[src/rtl/btn_pkg.sv]
// Shared definitions for the push-button debouncer: FSM state encoding,
// default qualification length and counter width derivation.
package btn_pkg;

  // Per-channel qualification FSM states
  typedef enum logic [1:0] {
    ST_IDLE      = 2'd0,
    ST_ARMING    = 2'd1,
    ST_PRESSED   = 2'd2,
    ST_RELEASING = 2'd3
  } btn_state_e;

  // 10 ms of stable samples at 100 MHz
  localparam int DEFAULT_DEBOUNCE_CYCLES = 1000000;

  // Smallest counter width that can hold DEBOUNCE_CYCLES-1 without wrapping.
  // Never narrower than one bit so tiny simulation values still elaborate.
  function automatic int cnt_width(input int cycles);
    int w;
    w = $clog2(cycles);
    if (w < 1) begin
      w = 1;
    end
    return w;
  endfunction

  localparam int DEFAULT_NB_CNT = cnt_width(DEFAULT_DEBOUNCE_CYCLES);

endpackage

[src/rtl/debounce_cell.sv]
// One button channel: two-flop synchroniser, four-state qualification FSM
// with its stability counter, registered debounced level and press pulse.
module debounce_cell
  import btn_pkg::*;
#(
  parameter int DEBOUNCE_CYCLES = DEFAULT_DEBOUNCE_CYCLES,
  parameter int NB_CNT          = cnt_width(DEBOUNCE_CYCLES)
) (
  input  logic i_clk,
  input  logic i_reset,
  input  logic i_btn,
  output logic o_btn_level,
  output logic o_btn_pulse
);

  // Terminal count: DEBOUNCE_CYCLES-1 further stable samples after entry
  localparam logic [NB_CNT-1:0] CNT_LAST = NB_CNT'(DEBOUNCE_CYCLES - 1);
  localparam logic [NB_CNT-1:0] CNT_ONE  = NB_CNT'(1);

  logic              sync_meta_q;
  logic              sync_q;
  btn_state_e        state_q;
  btn_state_e        state_d;
  logic [NB_CNT-1:0] cnt_q;
  logic [NB_CNT-1:0] cnt_d;
  logic              level_q;
  logic              level_d;
  logic              pulse_q;
  logic              pulse_d;
  logic              cnt_done;

  // Two back-to-back flops bring the asynchronous button into the clock domain
  always_ff @(posedge i_clk or posedge i_reset) begin
    if (i_reset) begin
      sync_meta_q <= 1'b0;
      sync_q      <= 1'b0;
    end else begin
      sync_meta_q <= i_btn;
      sync_q      <= sync_meta_q;
    end
  end

  assign cnt_done = (cnt_q == CNT_LAST);

  // Next-state, counter and output decode; the counter restarts on every state entry
  always_comb begin
    state_d = state_q;
    cnt_d   = cnt_q;
    pulse_d = 1'b0;

    case (state_q)
      ST_IDLE: begin
        if (sync_q) begin
          state_d = ST_ARMING;
          cnt_d   = '0;
        end
      end

      ST_ARMING: begin
        if (!sync_q) begin
          state_d = ST_IDLE;
          cnt_d   = '0;
        end else if (cnt_done) begin
          state_d = ST_PRESSED;
          cnt_d   = '0;
          pulse_d = 1'b1;
        end else begin
          cnt_d = cnt_q + CNT_ONE;
        end
      end

      ST_PRESSED: begin
        if (!sync_q) begin
          state_d = ST_RELEASING;
          cnt_d   = '0;
        end
      end

      ST_RELEASING: begin
        if (sync_q) begin
          state_d = ST_PRESSED;
          cnt_d   = '0;
        end else if (cnt_done) begin
          state_d = ST_IDLE;
          cnt_d   = '0;
        end else begin
          cnt_d = cnt_q + CNT_ONE;
        end
      end

      default: begin
        state_d = ST_IDLE;
        cnt_d   = '0;
      end
    endcase

    level_d = (state_d == ST_PRESSED) || (state_d == ST_RELEASING);
  end

  // State, counter and both outputs update together so level and pulse align
  always_ff @(posedge i_clk or posedge i_reset) begin
    if (i_reset) begin
      state_q <= ST_IDLE;
      cnt_q   <= '0;
      level_q <= 1'b0;
      pulse_q <= 1'b0;
    end else begin
      state_q <= state_d;
      cnt_q   <= cnt_d;
      level_q <= level_d;
      pulse_q <= pulse_d;
    end
  end

  assign o_btn_level = level_q;
  assign o_btn_pulse = pulse_q;

endmodule

[src/rtl/btn_debouncer.sv]
// Debounces NB_BTN independent push-buttons; each channel yields a stable
// level and a one-cycle pulse per accepted press for the load enables.
module btn_debouncer
  import btn_pkg::*;
#(
  parameter int NB_BTN          = 3,
  parameter int DEBOUNCE_CYCLES = DEFAULT_DEBOUNCE_CYCLES,
  parameter int NB_CNT          = DEFAULT_NB_CNT
) (
  input  logic              i_clk,
  input  logic              i_reset,
  input  logic [NB_BTN-1:0] i_btn,
  output logic [NB_BTN-1:0] o_btn_level,
  output logic [NB_BTN-1:0] o_btn_pulse
);

  // Channels share nothing but clock and reset
  for (genvar g = 0; g < NB_BTN; g++) begin : g_cell
    debounce_cell #(
      .DEBOUNCE_CYCLES (DEBOUNCE_CYCLES),
      .NB_CNT          (NB_CNT)
    ) u_cell (
      .i_clk       (i_clk),
      .i_reset     (i_reset),
      .i_btn       (i_btn[g]),
      .o_btn_level (o_btn_level[g]),
      .o_btn_pulse (o_btn_pulse[g])
    );
  end

endmodule

[config.mk]
export PLATFORM = sky130hd
export DESIGN_NAME = btn_debouncer
export DESIGN_NICKNAME = d
export VERILOG_FILES = /design/src/rtl/btn_pkg.sv /design/src/rtl/debounce_cell.sv /design/src/rtl/btn_debouncer.sv
export SDC_FILE = /design/constraint.sdc
export NUM_CORES = 1
export LEC_CHECK = 0
export CAP_MARGIN = 25
export CORE_UTILIZATION = 39
export CTS_CLUSTER_SIZE = 30
export DETAILED_ROUTE_END_ITERATION = 10
export PLACE_DENSITY = 0.59
export SYNTH_ARGS = -nofsm -noshare
export SYNTH_HDL_FRONTEND = slang
export SYNTH_SLANG_ARGS = --single-unit
[constraint.sdc]
create_clock -name i_clk -period 3.9 [get_ports i_clk]
set_input_delay 0.39 -clock i_clk [delete_from_list [all_inputs] [get_ports i_clk]]
set_output_delay 0.39 -clock i_clk [all_outputs]
set_load 0.01 [all_outputs]
==> metrics.md <==
| Metric | Value |
|---|---|
| Area of the core | `9819 µm²` |
| Ranking of synthesized cells by area | `dfrtp_1, xor2_1, nor2_1` |
| R2R Setup Slk | `1.45 ns` |
| Setup-failing EPs final | `0` |
| DIE HEIGHT | `103.1 µm` |
| Worst vdd ir | `0.0002025 V` |
| Fraction of final layout cells sized beyond drive strength 1 | `10.44%` |
| Pre-CTS setup slack | `1.518 ns` |
| Maxcap violations | `0` |
| Hold-fix buffers, CTS | `0` |
| Wire per inst | `14.24 µm` |
| Post-synth EDFFs | `0` |
| CTS clock-pin slew for the worst setup and hold paths | `0.08 ns` |
| Seq/Total Area, Yosys | `49.01%` |
| Worst path cell trace | `ha_1 > and3_1 > nand3_1 > o31ai_2 > o21ai_0 > a22o_1` |
| Total number of vias | `2936` |
| P_leak | `0.001793 µW` |
| Critical path fanouts, max | `13` |
| Yosys reg bits | `78` |
| Nets | `415` |
| All-Layer GR Usage | `16.32%` |
| Buf+Inv Stages, Crit Path | `0` |
| Clock skew | `0.01075 ns` |
| TritonCTS clock tree | `yes` |
| Largest net degree at the start of global routing | `32` |
| Die W | `103.1 µm` |
| Worst setup EP type | `register` |
| Layout fillers | `999` |
| Antenna violations before repair | `0` |
| Top Ports | `11` |
| Min setup slack post-route | `1.450 ns` |
| RSZ-0062 raised after global routing | `false` |
| FF-to-FF path depth | `6` |
| Area growth from synthesis to layout | `9.991%` |
| CP max-delay cell | `o31ai_2` |
| Most common cell after layout, fill and taps aside | `dfrtp_1` |
| Row cnt | `36` |
| CP Launch Type | `register` |
| Slew Viols, Final | `0` |
| WS Path Type | `reg2reg` |
| Status | `finished, final reports clean` |
| Slowest Stage Delay on Critical Path | `0.79 ns` |
| Detailed placement HPWL | `5139 µm` |
| Worst slew pin tran | `0.9551 ns` |
| First-pass GRT wire length | `13460 µm` |
| Mapped Nets | `408` |
| CP Depth | `6` |
| Number of global-route vias before repair | `2868` |
| Hold Violations, Final | `0` |
| First-pass DRT Iterations | `5` |
| Setup TNS | `0 ns` |
| F_max | `408.2 MHz` |
| Syn avg cell area | `9.956 µm²` |
| CTS Buffer Depth | `2` |
| RR Startpoint | `g_cell[2].u_cell.cnt_q[0]$_DFFE_PP0P_` |
| Count of cell types in the netlist | `56` |
| Hold slack | `0.3542 ns` |
| CP top delay family | `compound AO/OA/AOI/OAI gates` |
| Class of the worst hold path | `reg2reg` |
| Commonest non-fill, non-tap cells in the layout | `dfrtp_1, nor2_1, nand2_1` |
| Slew HR | `36.09%` |
| Diode count | `0` |
| Top-area cell type share of the netlist area | `49.01%` |
| Synth Instances | `400` |
| Data arrival, critical path | `2.69 ns` |
| Num CTS Buffers | `9` |
| Worst Hold Depth | `0` |
| Period minus WS final | `2.450 ns` |
| Top cell type by total area after synthesis | `dfrtp_1` |
| Req. time, crit path | `4.14 ns` |
| DRC viols | `0` |
| Worst setup path startpoint | `g_cell[2].u_cell.cnt_q[0]$_DFFE_PP0P_` |
| Root Driver | `clkbuf_8` |
| DIE AREA | `10620 µm²` |
| Final worst path period share | `62.82%` |
| CTS resizes | `0` |
| Drt initial violations | `64` |
| Via-to-Cell Ratio | `5.387` |
| Netlist Area Pre-Place | `3983 µm²` |
| Starting Density | `40.56%` |
| Sink Count | `78` |
| Pwr dens | `359.7 nW/µm²` |
| H-tree levels | `3` |
| Setup crit end | `g_cell[2].u_cell.cnt_q[12]$_DFFE_PP0P_` |
| Primary FF master, synth | `dfrtp_1` |
| Routed WL | `7761 µm` |
| Gr ovfl total | `0` |
| Async set-reset flop share out of synthesis | `100.0%` |
| Number of synthesis warnings | `0` |
| GPL Wtd Cong | `0.7947` |
| Setup Fix Bufs, Post-CTS | `0` |
| Clk Latency, worst-skew pair | `0.35 ns` |
| RR Endpoint | `g_cell[2].u_cell.cnt_q[12]$_DFFE_PP0P_` |
| ANT nets after route | `0` |
| Port bufs | `10` |
[synth_stat cells, types with 3 or more instances]
library cell	instances
and4_1	5
mux2i_1	3
nor3_1	8
inv_1	10
xnor2_1	12
mux2_2	8
a22o_1	6
a21oi_1	10
a31oi_1	7
and2_1	8
buf_2	3
buf_4	7
o21a_1	3
nor3b_1	3
o21ai_0	22
nor2_1	41
nand2b_1	3
xor2_1	21
o22ai_1	3
nor4b_1	3
nand2_1	39
ha_1	3
dfrtp_1	78
clkbuf_1	4
or2_2	3
nand4_1	11
and3_1	9
nand3_1	26
nor4_1	6
[per-stage QoR]
| stage | area [µm²] | instances | utilization [%] | total power [µW] |
|---|---|---|---|---|
| global placement | 4167 | 529 | 42.43 | 923.1 |
| detailed placement | 4167 | 529 | 42.43 | 926.7 |
| finish | 4380 | 545 | 44.61 | 1576 |
| floorplan | 3983 | 400 | - | 903.6 |
| global route | 4380 | 545 | 44.61 | 1638 |
| CTS | 4380 | 545 | 44.61 | 1599 |
[cells by family after synthesis]
family / count (synthesis) / synth area share (%)
compound gates: 66 / 10.87
xor+xnor: 34 / 7.666
fa+ha+maj: 3 / 0.9426
buf+inv: 26 / 3.424
flops: 78 / 49.01
mux: 11 / 3.016
simple gates: 182 / 25.07
[registers in the layout (all words and copies together), names as in the netlist]
name	cells
g_cell.u_cell.sync_q	3
g_cell.u_cell.state_q	6
g_cell.u_cell.sync_meta_q	3
g_cell.u_cell.o_btn_level	3
g_cell.u_cell.cnt_q	60
g_cell.u_cell.o_btn_pulse	3
[per-layer routing]
| metal | GRT usage [%] | routed length, µm | share of wire (%) |
|---|---|---|---|
| met4 | 5.850 | 70 | 0.90 |
| met3 | 3.729 | 218 | 2.8 |
| met5 | 0 | 0 | 0 |
| met1 | 21.61 | 3884 | 50 |
| met2 | 26.26 | 3588 | 46 |
[how the worst min path moves through the flow]
stage                                                       from                                end  slack, ns
after floorplan           g_cell[0].u_cell.sync_meta_q$_DFF_PP0_  g_cell[0].u_cell.sync_q$_DFF_PP0_       0.33
after global placement    g_cell[0].u_cell.sync_meta_q$_DFF_PP0_  g_cell[0].u_cell.sync_q$_DFF_PP0_       0.33
after detailed placement  g_cell[0].u_cell.sync_meta_q$_DFF_PP0_  g_cell[0].u_cell.sync_q$_DFF_PP0_       0.33
after CTS                 g_cell[0].u_cell.sync_meta_q$_DFF_PP0_  g_cell[0].u_cell.sync_q$_DFF_PP0_       0.35
after global routing      g_cell[0].u_cell.sync_meta_q$_DFF_PP0_  g_cell[0].u_cell.sync_q$_DFF_PP0_       0.36
final                     g_cell[0].u_cell.sync_meta_q$_DFF_PP0_  g_cell[0].u_cell.sync_q$_DFF_PP0_       0.35
[area by class of cell]
class | count | area [µm²] | area share (%)
tap | 133 | 166.4 | 3.799
clock inverter | 6 | 86.33 | 1.971
sequential | 78 | 1952 | 44.56
multi-input combinational | 296 | 1894 | 43.24
timing repair buffer | 12 | 115.1 | 2.628
clock buffer | 10 | 127.6 | 2.913
inverter | 10 | 38.79 | 0.8855
[worst register-to-register path, stage by stage, from the launching register on]
cell     delay (ns)
dfrtp_1        0.43
ha_1           0.21
and3_1         0.25
nand3_1        0.17
o31ai_2        0.79
o21ai_0        0.22
a22o_1         0.27
[power breakdown]
| group | switching [µW] | total (µW) | internal [µW] |
|---|---|---|---|
| Clock | 307 | 667 | 360 |
| Sequential | 15.1 | 836 | 821 |
| Combinational | 51.1 | 73.2 | 22.0 |
Note: power is estimated with default switching activity, not from simulation.
==> edit, RTL diff (same settings) <==
The parameter `NB_BTN` goes from 3 to 2.
--- a/src/rtl/btn_debouncer.sv
+++ b/src/rtl/btn_debouncer.sv
@@ -5,3 +5,3 @@
 #(
-  parameter int NB_BTN          = 3,
+  parameter int NB_BTN          = 2,
   parameter int DEBOUNCE_CYCLES = DEFAULT_DEBOUNCE_CYCLES,
Interface: changed (resized i_btn, o_btn_level and o_btn_pulse); port bits go from 11 to 8. No check against the original RTL was run, so the function may have changed too.
==> edit against the original RTL <==
Total power decreased by 41%; sequential cell count decreased by 26; routed wire length is 34% lower; cell area shrank 35%; cell count down 35%; area after synthesis shrank 33%; sequential power decreased by 34%; setup slack improved by 0.065 ns; largest cell class unchanged; highest routed layer unchanged.
==> edit: results (changes against the original RTL) <==
Yosys warnings: 0 (unchanged)
GP Congestion: 0.832 (+4.6%)
Primary FF master, synth: dfrtp_1
Synth top cells by count: 52 x dfrtp_1, 28 x nand2_1, 25 x nor2_1, 23 x nand3_1, 16 x o21ai_0
Skew-Pair Late Insertion Delay: 0.31 ns (-0.04 ns)
Final Net Count: 284 (-32%)
startpoint types: flip-flop
Area after DPL: 2780 um^2 (-33%)
Distinct cells, synth: 48 (-14%)
Max Clock Skew: 0.00867 ns (-0.00207 ns)
Reg2Reg Launch Point: g_cell[1].u_cell.cnt_q[15]
top area cells in the synthesized netlist: dfrtp_1 49%, nand3_1 4.3%, nand2_1 4.0%, xor2_1 4.0%, nor2_1 3.5%
Inserted Clock Buffers: 5 (-4)
Post-CTS Setup Repair Bufs: 0 (unchanged)
Synth Instances: 273 (-32%)
CTS max path bufs: 2 (unchanged)
FF-to-FF path depth: 5 (-1)
R2R setup slack: 1.52 ns (+0.07 ns)
Top Registers: g_cell.u_cell.cnt_q (40), g_cell.u_cell.state_q (4)
Int Pwr: 0.000705 W (-41%)
first-pass GRT wire length: 8980 um (-33%)
Resized Gates After CTS: 0 (unchanged)
Seq/Total Area, Yosys: 49.0% (about the same)
FMAX: 0.419 GHz (+2.7%)
Total GRT Usage: 15.9% (-0.47 points)
average wire per standard cell: 14.4 um (+1.1%)
placed cells: 348 (-34%)
Most flops, register: g_cell.u_cell.cnt_q
HP Class: flip-flop to flip-flop
Detailed Route WL: 5120 um (-34%)
CP Data Arrival Time: 2.57 ns (-0.12 ns)
end of the critical path: g_cell[1].u_cell.cnt_q[13]
ant diodes: 0 (unchanged)
FFs w/ async S/R, synth: 100% (unchanged)
clock-pin slew on the worst setup and hold paths: 0.09 ns
DR vias: 1994 (-32%)
Hold Crit Start: g_cell[0].u_cell.sync_meta_q
largest net degree at the start of global routing: 36 (+13%)
# port buffers: 7 (-3)
share of post-route cells with drive strength above 1: 10.0% (-0.40 points)
Clock Tree Root: clkbuf_8
drt pass-1 iters: 4 (-1)
H-tree depth: 2 (-1)
Pleak: 1.20 nW (-33%)
CP Max Fanout: 12 (-1)
status: finished clean
final hold vios: 0 (unchanged)
dpl hpwl: 3540 um (-31%)
drt initial violations: 100 (+56%)
vias in the first global route: 1819 (-37%)
initial antenna violation count: 0 (unchanged)
Place WS: 1.53 ns (+0.0138 ns)
maximum VDD drop: 185 uV (-8.5%)
Slew @ Worst Pin: 0.982 ns (+0.0267 ns)
edit: power by group through the flow:
stage | clock [W] | combinational [W] | sequential (W)
after floorplan | 0 | 0.0000348 | 0.000561
after global placement | 0 | 0.0000495 | 0.000563
after detailed placement | 0 | 0.0000505 | 0.000563
after CTS | 0.000330 | 0.0000506 | 0.000552
after global routing | 0.000349 | 0.0000565 | 0.000554
final | 0.000321 | 0.0000492 | 0.000552
edit: final cells by class:
cell class              count  area [um^2]
fillers                   617         3590
flip-flops and latches     52         1300
clock buffers               8         90.1
well taps                  77         96.3
inverters                   5         18.8
multi-input cells         205         1280
repair buffers              9         85.1
edit: cell families after synthesis:
family,synth area share (%)
mux,2.50
compound gates,10.4
flops,49.0
fa+ha+maj,0.942
xor+xnor,6.60
buf+inv,2.87
simple gates,27.7
edit: metal layers:
metal  part of all wire, %  GRT usage, %
met3                   4.6          3.34
met4                   1.2          6.01
met5                     0             0
met2                    41          20.8
met1                    54          25.2
edit: critical path, stage by stage, from the launching register on:
cell     delay, ns
dfrtp_1       0.46
or3b_2        0.50
nor4_2        0.35
a21oi_1       0.34
nor2_1        0.50
nor2_1        0.11
edit: worst min-delay path by stage:
stage                                          to  slack [ns]  depth (start not counted)
after global routing      g_cell[0].u_cell.sync_q        0.36                          0
final                     g_cell[0].u_cell.sync_q        0.36                          0
after floorplan           g_cell[0].u_cell.sync_q        0.33                          0
after CTS                 g_cell[0].u_cell.sync_q        0.36                          0
after global placement    g_cell[1].u_cell.sync_q        0.33                          0
after detailed placement  g_cell[0].u_cell.sync_q        0.34                          0
